**config.mk**
```make
export PLATFORM = sky130hd
export DESIGN_NAME = riscv_ram_1r1w_client
export DESIGN_NICKNAME = d
export VERILOG_FILES = /design/src/rtl/riscv_ram_1r1w_client.sv
export SDC_FILE = /design/constraint.sdc
export NUM_CORES = 1
export LEC_CHECK = 0
export BUFFER_PORTS_ARGS = -buffer_cell sky130_fd_sc_hd__buf_2
export CORE_ASPECT_RATIO = 1.5
export CORE_MARGIN = 4
export CORE_UTILIZATION = 43
export CTS_CLUSTER_DIAMETER = 80
export DETAILED_ROUTE_END_ITERATION = 10
export GPL_TIMING_DRIVEN = 0
export PLACE_DENSITY = 0.76
export SETUP_SLACK_MARGIN = 0.05
export SYNTH_ARGS = -nofsm -noshare
export SYNTH_HDL_FRONTEND = slang
export SYNTH_SLANG_ARGS = --single-unit
```
**constraint.sdc**
```tcl
create_clock -name clk_i -period 3.1 [get_ports clk_i]
set_input_delay 0.62 -clock clk_i [delete_from_list [all_inputs] [get_ports clk_i]]
set_output_delay 0.62 -clock clk_i [all_outputs]
set_load 0.02 [all_outputs]
```
**src/rtl/riscv_ram_1r1w_client.sv**
```systemverilog
// Client-side adapter for a 1R1W synchronous RAM: writes pass straight through,
// reads go through a 2-entry response FIFO so that response backpressure never loses data.
module riscv_ram_1r1w_client #(
   parameter int ABITS = 10,
   parameter int DBITS = 32,
   localparam int BEBITS = (DBITS + 7) / 8
) (
   input  logic              clk_i,
   input  logic              rst_i,
   input  logic              wr_valid_i,
   output logic              wr_ready_o,
   input  logic [ABITS-1:0]  wr_addr_i,
   input  logic [DBITS-1:0]  wr_data_i,
   input  logic [BEBITS-1:0] wr_be_i,
   input  logic              rd_valid_i,
   output logic              rd_ready_o,
   input  logic [ABITS-1:0]  rd_addr_i,
   output logic              rsp_valid_o,
   input  logic              rsp_ready_i,
   output logic [DBITS-1:0]  rsp_data_o,
   output logic              idle_o,
   output logic [ABITS-1:0]  ram_waddr_o,
   output logic [DBITS-1:0]  ram_din_o,
   output logic              ram_we_o,
   output logic [BEBITS-1:0] ram_be_o,
   output logic [ABITS-1:0]  ram_raddr_o,
   output logic              ram_re_o,
   input  logic [DBITS-1:0]  ram_dout_i
);

   // Handshake: a transfer happens on a rising edge where valid & ready are both high;
   // a requester holds valid and its payload stable until that edge.

   logic [DBITS-1:0] r_mem [2];
   logic             r_wptr;
   logic             r_rptr;
   logic [1:0]       r_cnt;
   logic             r_inflight;

   logic [1:0]       w_occ;
   logic             w_pop;
   logic             w_push;

   assign wr_ready_o  = ~rst_i;
   assign ram_we_o    = wr_valid_i & ~rst_i;
   assign ram_waddr_o = wr_addr_i;
   assign ram_din_o   = wr_data_i;
   assign ram_be_o    = wr_be_i;

   // Occupancy counts the word still inside the RAM pipeline, so a slot is always reserved for it.
   assign w_occ       = r_cnt + {1'b0, r_inflight};
   assign rsp_valid_o = (r_cnt != 2'd0);
   assign rsp_data_o  = r_mem[r_rptr];
   assign w_pop       = rsp_valid_o & rsp_ready_i;
   assign w_push      = r_inflight;
   assign rd_ready_o  = ~rst_i & ((w_occ < 2'd2) | w_pop);
   assign ram_raddr_o = rd_addr_i;
   assign ram_re_o    = rd_valid_i & rd_ready_o;
   assign idle_o      = (w_occ == 2'd0);

   always_ff @(posedge clk_i or posedge rst_i) begin
      if (rst_i) begin
         r_inflight <= 1'b0;
         r_wptr     <= 1'b0;
         r_rptr     <= 1'b0;
         r_cnt      <= 2'd0;
      end else begin
         r_inflight <= ram_re_o;
         if (w_push) r_wptr <= ~r_wptr;
         if (w_pop)  r_rptr <= ~r_rptr;
         case ({w_push, w_pop})
            2'b10:   r_cnt <= r_cnt + 2'd1;
            2'b01:   r_cnt <= r_cnt - 2'd1;
            default: r_cnt <= r_cnt;
         endcase
      end
   end

   // Data storage is left unreset; it is only observed while rsp_valid_o is high.
   always_ff @(posedge clk_i) begin
      if (w_push) r_mem[r_wptr] <= ram_dout_i;
   end

endmodule

```
======== Yosys cells after proc, flatten, opt, wreduce, memory -nomap -nowiden ========
Memory sizes are Yosys's and may differ from the RTL's.
Cells that the tools add are included.
Widths: inputs -> output; s select.
storage, ports and cells
  latch bits .............................. 0
  memory bits (read-only) ................. 0
  input port bits ......................... 93
  register bits ........................... 5
  memory bits (writable) .................. 64
  output and inout port bits .............. 94
  memories ................................ 1
cells by class
  bitwise operators ....................... 8
  shift operators ......................... 0
  magnitude comparators ................... 1
  muxes and demuxes ....................... 3
  reduce and logical (&&, ||, !) cells .... 3
  multiply operators ...................... 0
  div/mod/pow operators ................... 0
  eq/ne operators ......................... 2
  $add $sub $neg .......................... 3
memory list
  memory  depth  width  read ports  clocked after memory_dff  write ports  RTL line  source
  r_mem   2      32     1           0                         1            34        logic [DBITS-1:0] r_mem [2];
operator list
  kind                 number
  $and 1x1->1          4
  $pmux 2 s2           1
  $reduce_bool 2->1    2
  $not 1->1            3
  $add 2x1->2          1
  $add 2x1->2 const B  1
  $eq 2x1->1 const B   1
  $eq 2x2->1 const B   1
  $logic_not 2->1      1
  $lt 2x2->1 const B   1
  $mux 1               2
  $sub 2x1->2 const B  1
  $or 1x1->1           1

======== Depth between registers and ports, before layout ========
  depth in word-level cells ............... 5
  depth in mapped cells ................... 6
  gate-level depth less buffers ........... 6

======== Worst setup path after synthesis ========
No wires, ideal clock.
  kind .................................... reg2reg
  start ................................... register r_inflight
  end ..................................... memory r_mem[0][0], enable pin
  buffers on the path ..................... 0
  stages on the path, launching flop included .. 3
  setup time .............................. 0.421 ns
  path slack .............................. 0.884 ns
  clock period less this slack ............ 2.216 ns
  arrival ................................. 1.795 ns
  cell sequence ........................... dfrtp_1 inv_1 nor2_1
between the ends
  cells in the longest elaborated chain, start to end .. 2
ends and longest elaborated chain
  element                       RTL line  source
  start, declared               38        logic r_inflight;
  start signal, assigned        68        r_inflight <= ram_re_o;
  $mux 1                        81        if (w_push) r_mem[r_wptr] <= ram_dout_i;
  $mux 1 (implied by the code)  81
  end, declared                 34
No other way between the ends.

======== Worst setup path after layout ========
  start ................................... register r_cnt[0]
  end ..................................... output port ram_re_o
between the ends
  cells in the longest elaborated chain, start to end .. 5
ends and longest elaborated chain
  element                                           RTL line  source
  start, declared                                   37        logic [1:0] r_cnt;
  start signal, assigned                            72        2'b10: r_cnt <= r_cnt + 2'd1;
  start signal, assigned                            73        2'b01: r_cnt <= r_cnt - 2'd1;
  start signal, assigned                            74        default: r_cnt <= r_cnt;
  $add 2x1->2 or $reduce_bool 2->1 (tied branches)  51, 52
  $lt 2x2->1 or $and 1x1->1 (tied branches)         56, 54
  $or 1x1->1 (*)                                    56        assign rd_ready_o = ~rst_i & ((w_occ < 2'd2) | w_pop);
  $and 1x1->1 (*)                                   56
  $and 1x1->1 (*)                                   58        assign ram_re_o = rd_valid_i & rd_ready_o;
  end, declared                                     27        output logic ram_re_o,
Every way passes the cells marked *; elsewhere a longest branch is shown, timed or not.

==> results by group <==
Run status
  – Status: finished, final reports clean

Setup path
  – CP Max Fanout: 5
  – Worst setup SP type: register
  – Worst flop-to-flop path startpoint: r_cnt[0]$_DFFE_PP0P_
  – WP data arrival: roughly 1.8 ns
  – Critical path's largest stage delay: roughly 0.44 ns
  – Worst Setup SP: r_cnt[0]$_DFFE_PP0P_
  – CP Data Required Time: 2.48 ns
  – Crit path kind: reg -> out
  – Crit path cell chain: ha_1 > nor2b_1 > a221oi_2 > and2_1 > buf_2
  – Critical path endpoint category: primary output
  – Slowest cell on crit path: dfrtp_1

Timing
  – Worst slew pin tran: around 0.80 ns
  – Final Hold Fails: 0
  – Worst hold margin: ~0.21 ns
  – Final min period: approximately 2.4 ns
  – FMAX: approximately 420 MHz
  – Min setup slack post-route: about 0.7 ns
  – Fin crit share: 0.773
  – Count of final setup violators: 0
  – Rel. slew slack: 0.467
  – RSZ-0062 raised after global routing: false
  – Worst Skew: 0.00331 ns
  – Setup TNS: 0 ns
  – Max Slew Vio Count: 0

Logic synthesis
  – Seq cells post-synth: between 60 and 70
  – Netlist cell types: 20
  – Gate Count Post-Synth: 183
  – Post-synthesis mux area share: 0.119
  – Mapped Avg Cell Area: approximately 17 µm²
  – Compound-gate portion of the synthesized area: 0.00496
  – Synth Area in Adders: 0.00827
  – Main combinational cell family by area after synthesis: buffers and inverters
  – Sequential element share of the synthesized area: 0.677
  – Mapped cell area: ~3000 µm²
  – Synth Area in XOR/XNOR: 0.0145
  – Post-Synth Simple-Gate Area: 0.0211
  – Syn. warnings: 0
  – Syn Nets: 278

GRT
  – First-pass GRT wire length: between 8000 and 9000 µm
  – Largest net degree at the start of global routing: 33
  – Antenna violations before repair: 0
  – Vias in the first global route: 1871
  – Gr ovfl total: 0
  – GRT Total Usage: 0.138

Place
  – Hpwl dp: 4380 µm
  – Placer congestion estimate: 0.720
  – Placed insts: 392
  – Dpl ws: 1.07 ns
  – # port buffers: between 100 and 150

Power and ir drop
  – Flop pwr share: 0.410
  – Gate power share: 0.356
  – Int Pwr: about 2.0 mW
  – Sw Share: 0.321
  – VDD IR-drop max: around 0.38 mV
  – Pleak: ~1.8 nW
  – Clock power share: 0.234
  – Power per cell area: 733 nW/µm²
  – NetSw: around 940 µW

Detailed routing
  – Detailed Route Iter0 Violations: 78
  – Drt wl/cell: ~14 µm
  – Drt first pass iters: 6
  – Drt via density: around 4.5
  – DRT antenna net count: 0
  – DRT Wirelength: approximately 5800 µm
  – Drt drc: 0
  – DR vias: roughly 1800

Clock tree
  – CTS Hold Buffers Added: 0
  – # H-tree levels: 3
  – CTS root buffer: clkbuf_8
  – CTS tree: done
  – Max Root-Sink Buffers: 2
  – Number of setup buffers added after CTS: 0
  – Worst-path clk slew: ~0.060 ns
  – Post-cts resize count: 0
  – # clock sinks: a little under 70
  – TritonCTS buffer count: 9
  – Clock network latency to the later pin of the worst-skew pair: between 0.3 and 0.4 ns

Finish
  – N_diodes: 0
  – Nets: 420
  – Non-Filler Instances: 408
  – Layout cells sized above 1: 0.688
  – Synth-to-Final Area Change: 32.2%

Hold path
  – Hold/Removal Path Class: in -> async

Die
  – Die Wd: ~76 µm
  – Starting Density: 0.442
  – Row cnt: 37
  – Die area: ~8500 µm²
  – Core Area: slightly below 7000 µm²
  – Die span in y: roughly 110 µm
  – Num ports: between 150 and 200

Run
  – Max_cap viols: 0
## final cells by class
class	count	area, µm²
well taps	78	97.6
plain buffers	60	459
flip-flops and latches	69	2050
repair buffers	131	678
inverters	3	11.3
clock buffers	16	190
multi-input cells	51	517
fillers	549	2850
## state kept, by name, indices dropped and copies added, names as in the netlist
register and count:
r_inflight 1, r_rptr 1, r_wptr 1, r_mem 64, r_cnt 2
## cell families after synthesis
kind of cell | after synthesis
flip-flops | 69
buffers and inverters | 63
multiplexers | 32
AND/OR/NAND/NOR | 11
XOR/XNOR | 5
adder cells (fa/ha/maj) | 2
AO/OA/AOI/OAI | 1
## cells in the final DEF, fill, tap and decap left out, types with 3 or more instances in the layout
| cell | Yosys | layout |
|---|---|---|
| buf_6 | 3 | 3 |
| xor2_1 | 3 | 3 |
| inv_1 | 3 | 3 |
| clkbuf_8 | 0 | 13 |
| buf_4 | 56 | 56 |
| clkbuf_1 | 0 | 3 |
| buf_2 | 1 | 131 |
| mux2_2 | 19 | 19 |
| mux2_1 | 13 | 13 |
| dfrtp_1 | 5 | 5 |
| edfxtp_1 | 64 | 64 |
## power by group through the flow
stage / clock network [mW] / registers (mW) / logic, mW
2_1_floorplan: 0 / 1.21 / 0.750
3_3_place_gp: 0 / 1.22 / 1.04
3_5_place_dp: 0 / 1.22 / 1.06
4_1_cts: 0.704 / 1.20 / 1.07
5_1_grt: 0.748 / 1.22 / 1.12
6_report: 0.685 / 1.20 / 1.05
## metrics by stage
stage	total power [mW]	util	instance area [µm²]
2_1_floorplan	1.96	-	3030
3_3_place_gp	2.26	0.551	3770
3_5_place_dp	2.29	0.556	3810
4_1_cts	2.98	0.584	4000
5_1_grt	3.08	0.584	4000
6_report	2.93	0.584	4000
## worst paths after layout
kind | end | slack, ns | cells past startpoint
worst max-delay path | ram_re_o | 0.70 | 5
worst min-delay path | r_rptr$_DFFE_PP0P_ | 0.21 | 2
max in group asynchronous | r_cnt[1]$_DFFE_PP0P_ | 2.71 | 2
worst min register to register | r_wptr$_DFFE_PP0P_ | 0.52 | 1
min in group clk_i | r_mem[1][7]$_DFFE_PP_ | 0.46 | 1
worst max register to register | r_cnt[1]$_DFFE_PP0P_ | 1.55 | 5
## cells in the mapped netlist
cell / number / area (µm²)
mux2_1: 13 / 146
mux2_2: 19 / 214
buf_4: 56 / 420
a221oi_2: 1 / 15.0
nor2b_1: 2 / 12.5
nand2_1: 1 / 3.75
edfxtp_1: 64 / 1920
buf_6: 3 / 33.8
buf_2: 1 / 5.00
nor2_1: 2 / 7.51
nor3_1: 1 / 5.00
xor2_1: 3 / 26.3
and2_4: 1 / 8.76
and2_1: 2 / 12.5
and2b_1: 1 / 7.51
dfrtp_1: 5 / 125
ha_1: 2 / 25.0
or2_1: 1 / 6.26
xnor2_1: 2 / 17.5
inv_1: 3 / 11.3
## metal layers
metal | up-vias | part of all wire | GRT usage
li1 | 884 | - | -
met1 | 842 | 0.36 | 0.138
met2 | 97 | 0.54 | 0.241
met3 | 7 | 0.085 | 0.0431
met4 | 0 | 0.022 | 0.0907
met5 | - | 0 | 0
## worst max-delay path, delay by kind of cell, from the launching register on
family,cells,cell delay [ns]
compound gates,1,0.28
buf+inv,1,0.16
simple gates,2,0.33
fa+ha+maj,1,0.24
flops,1,0.44
(Power assumes the default switching activity.)
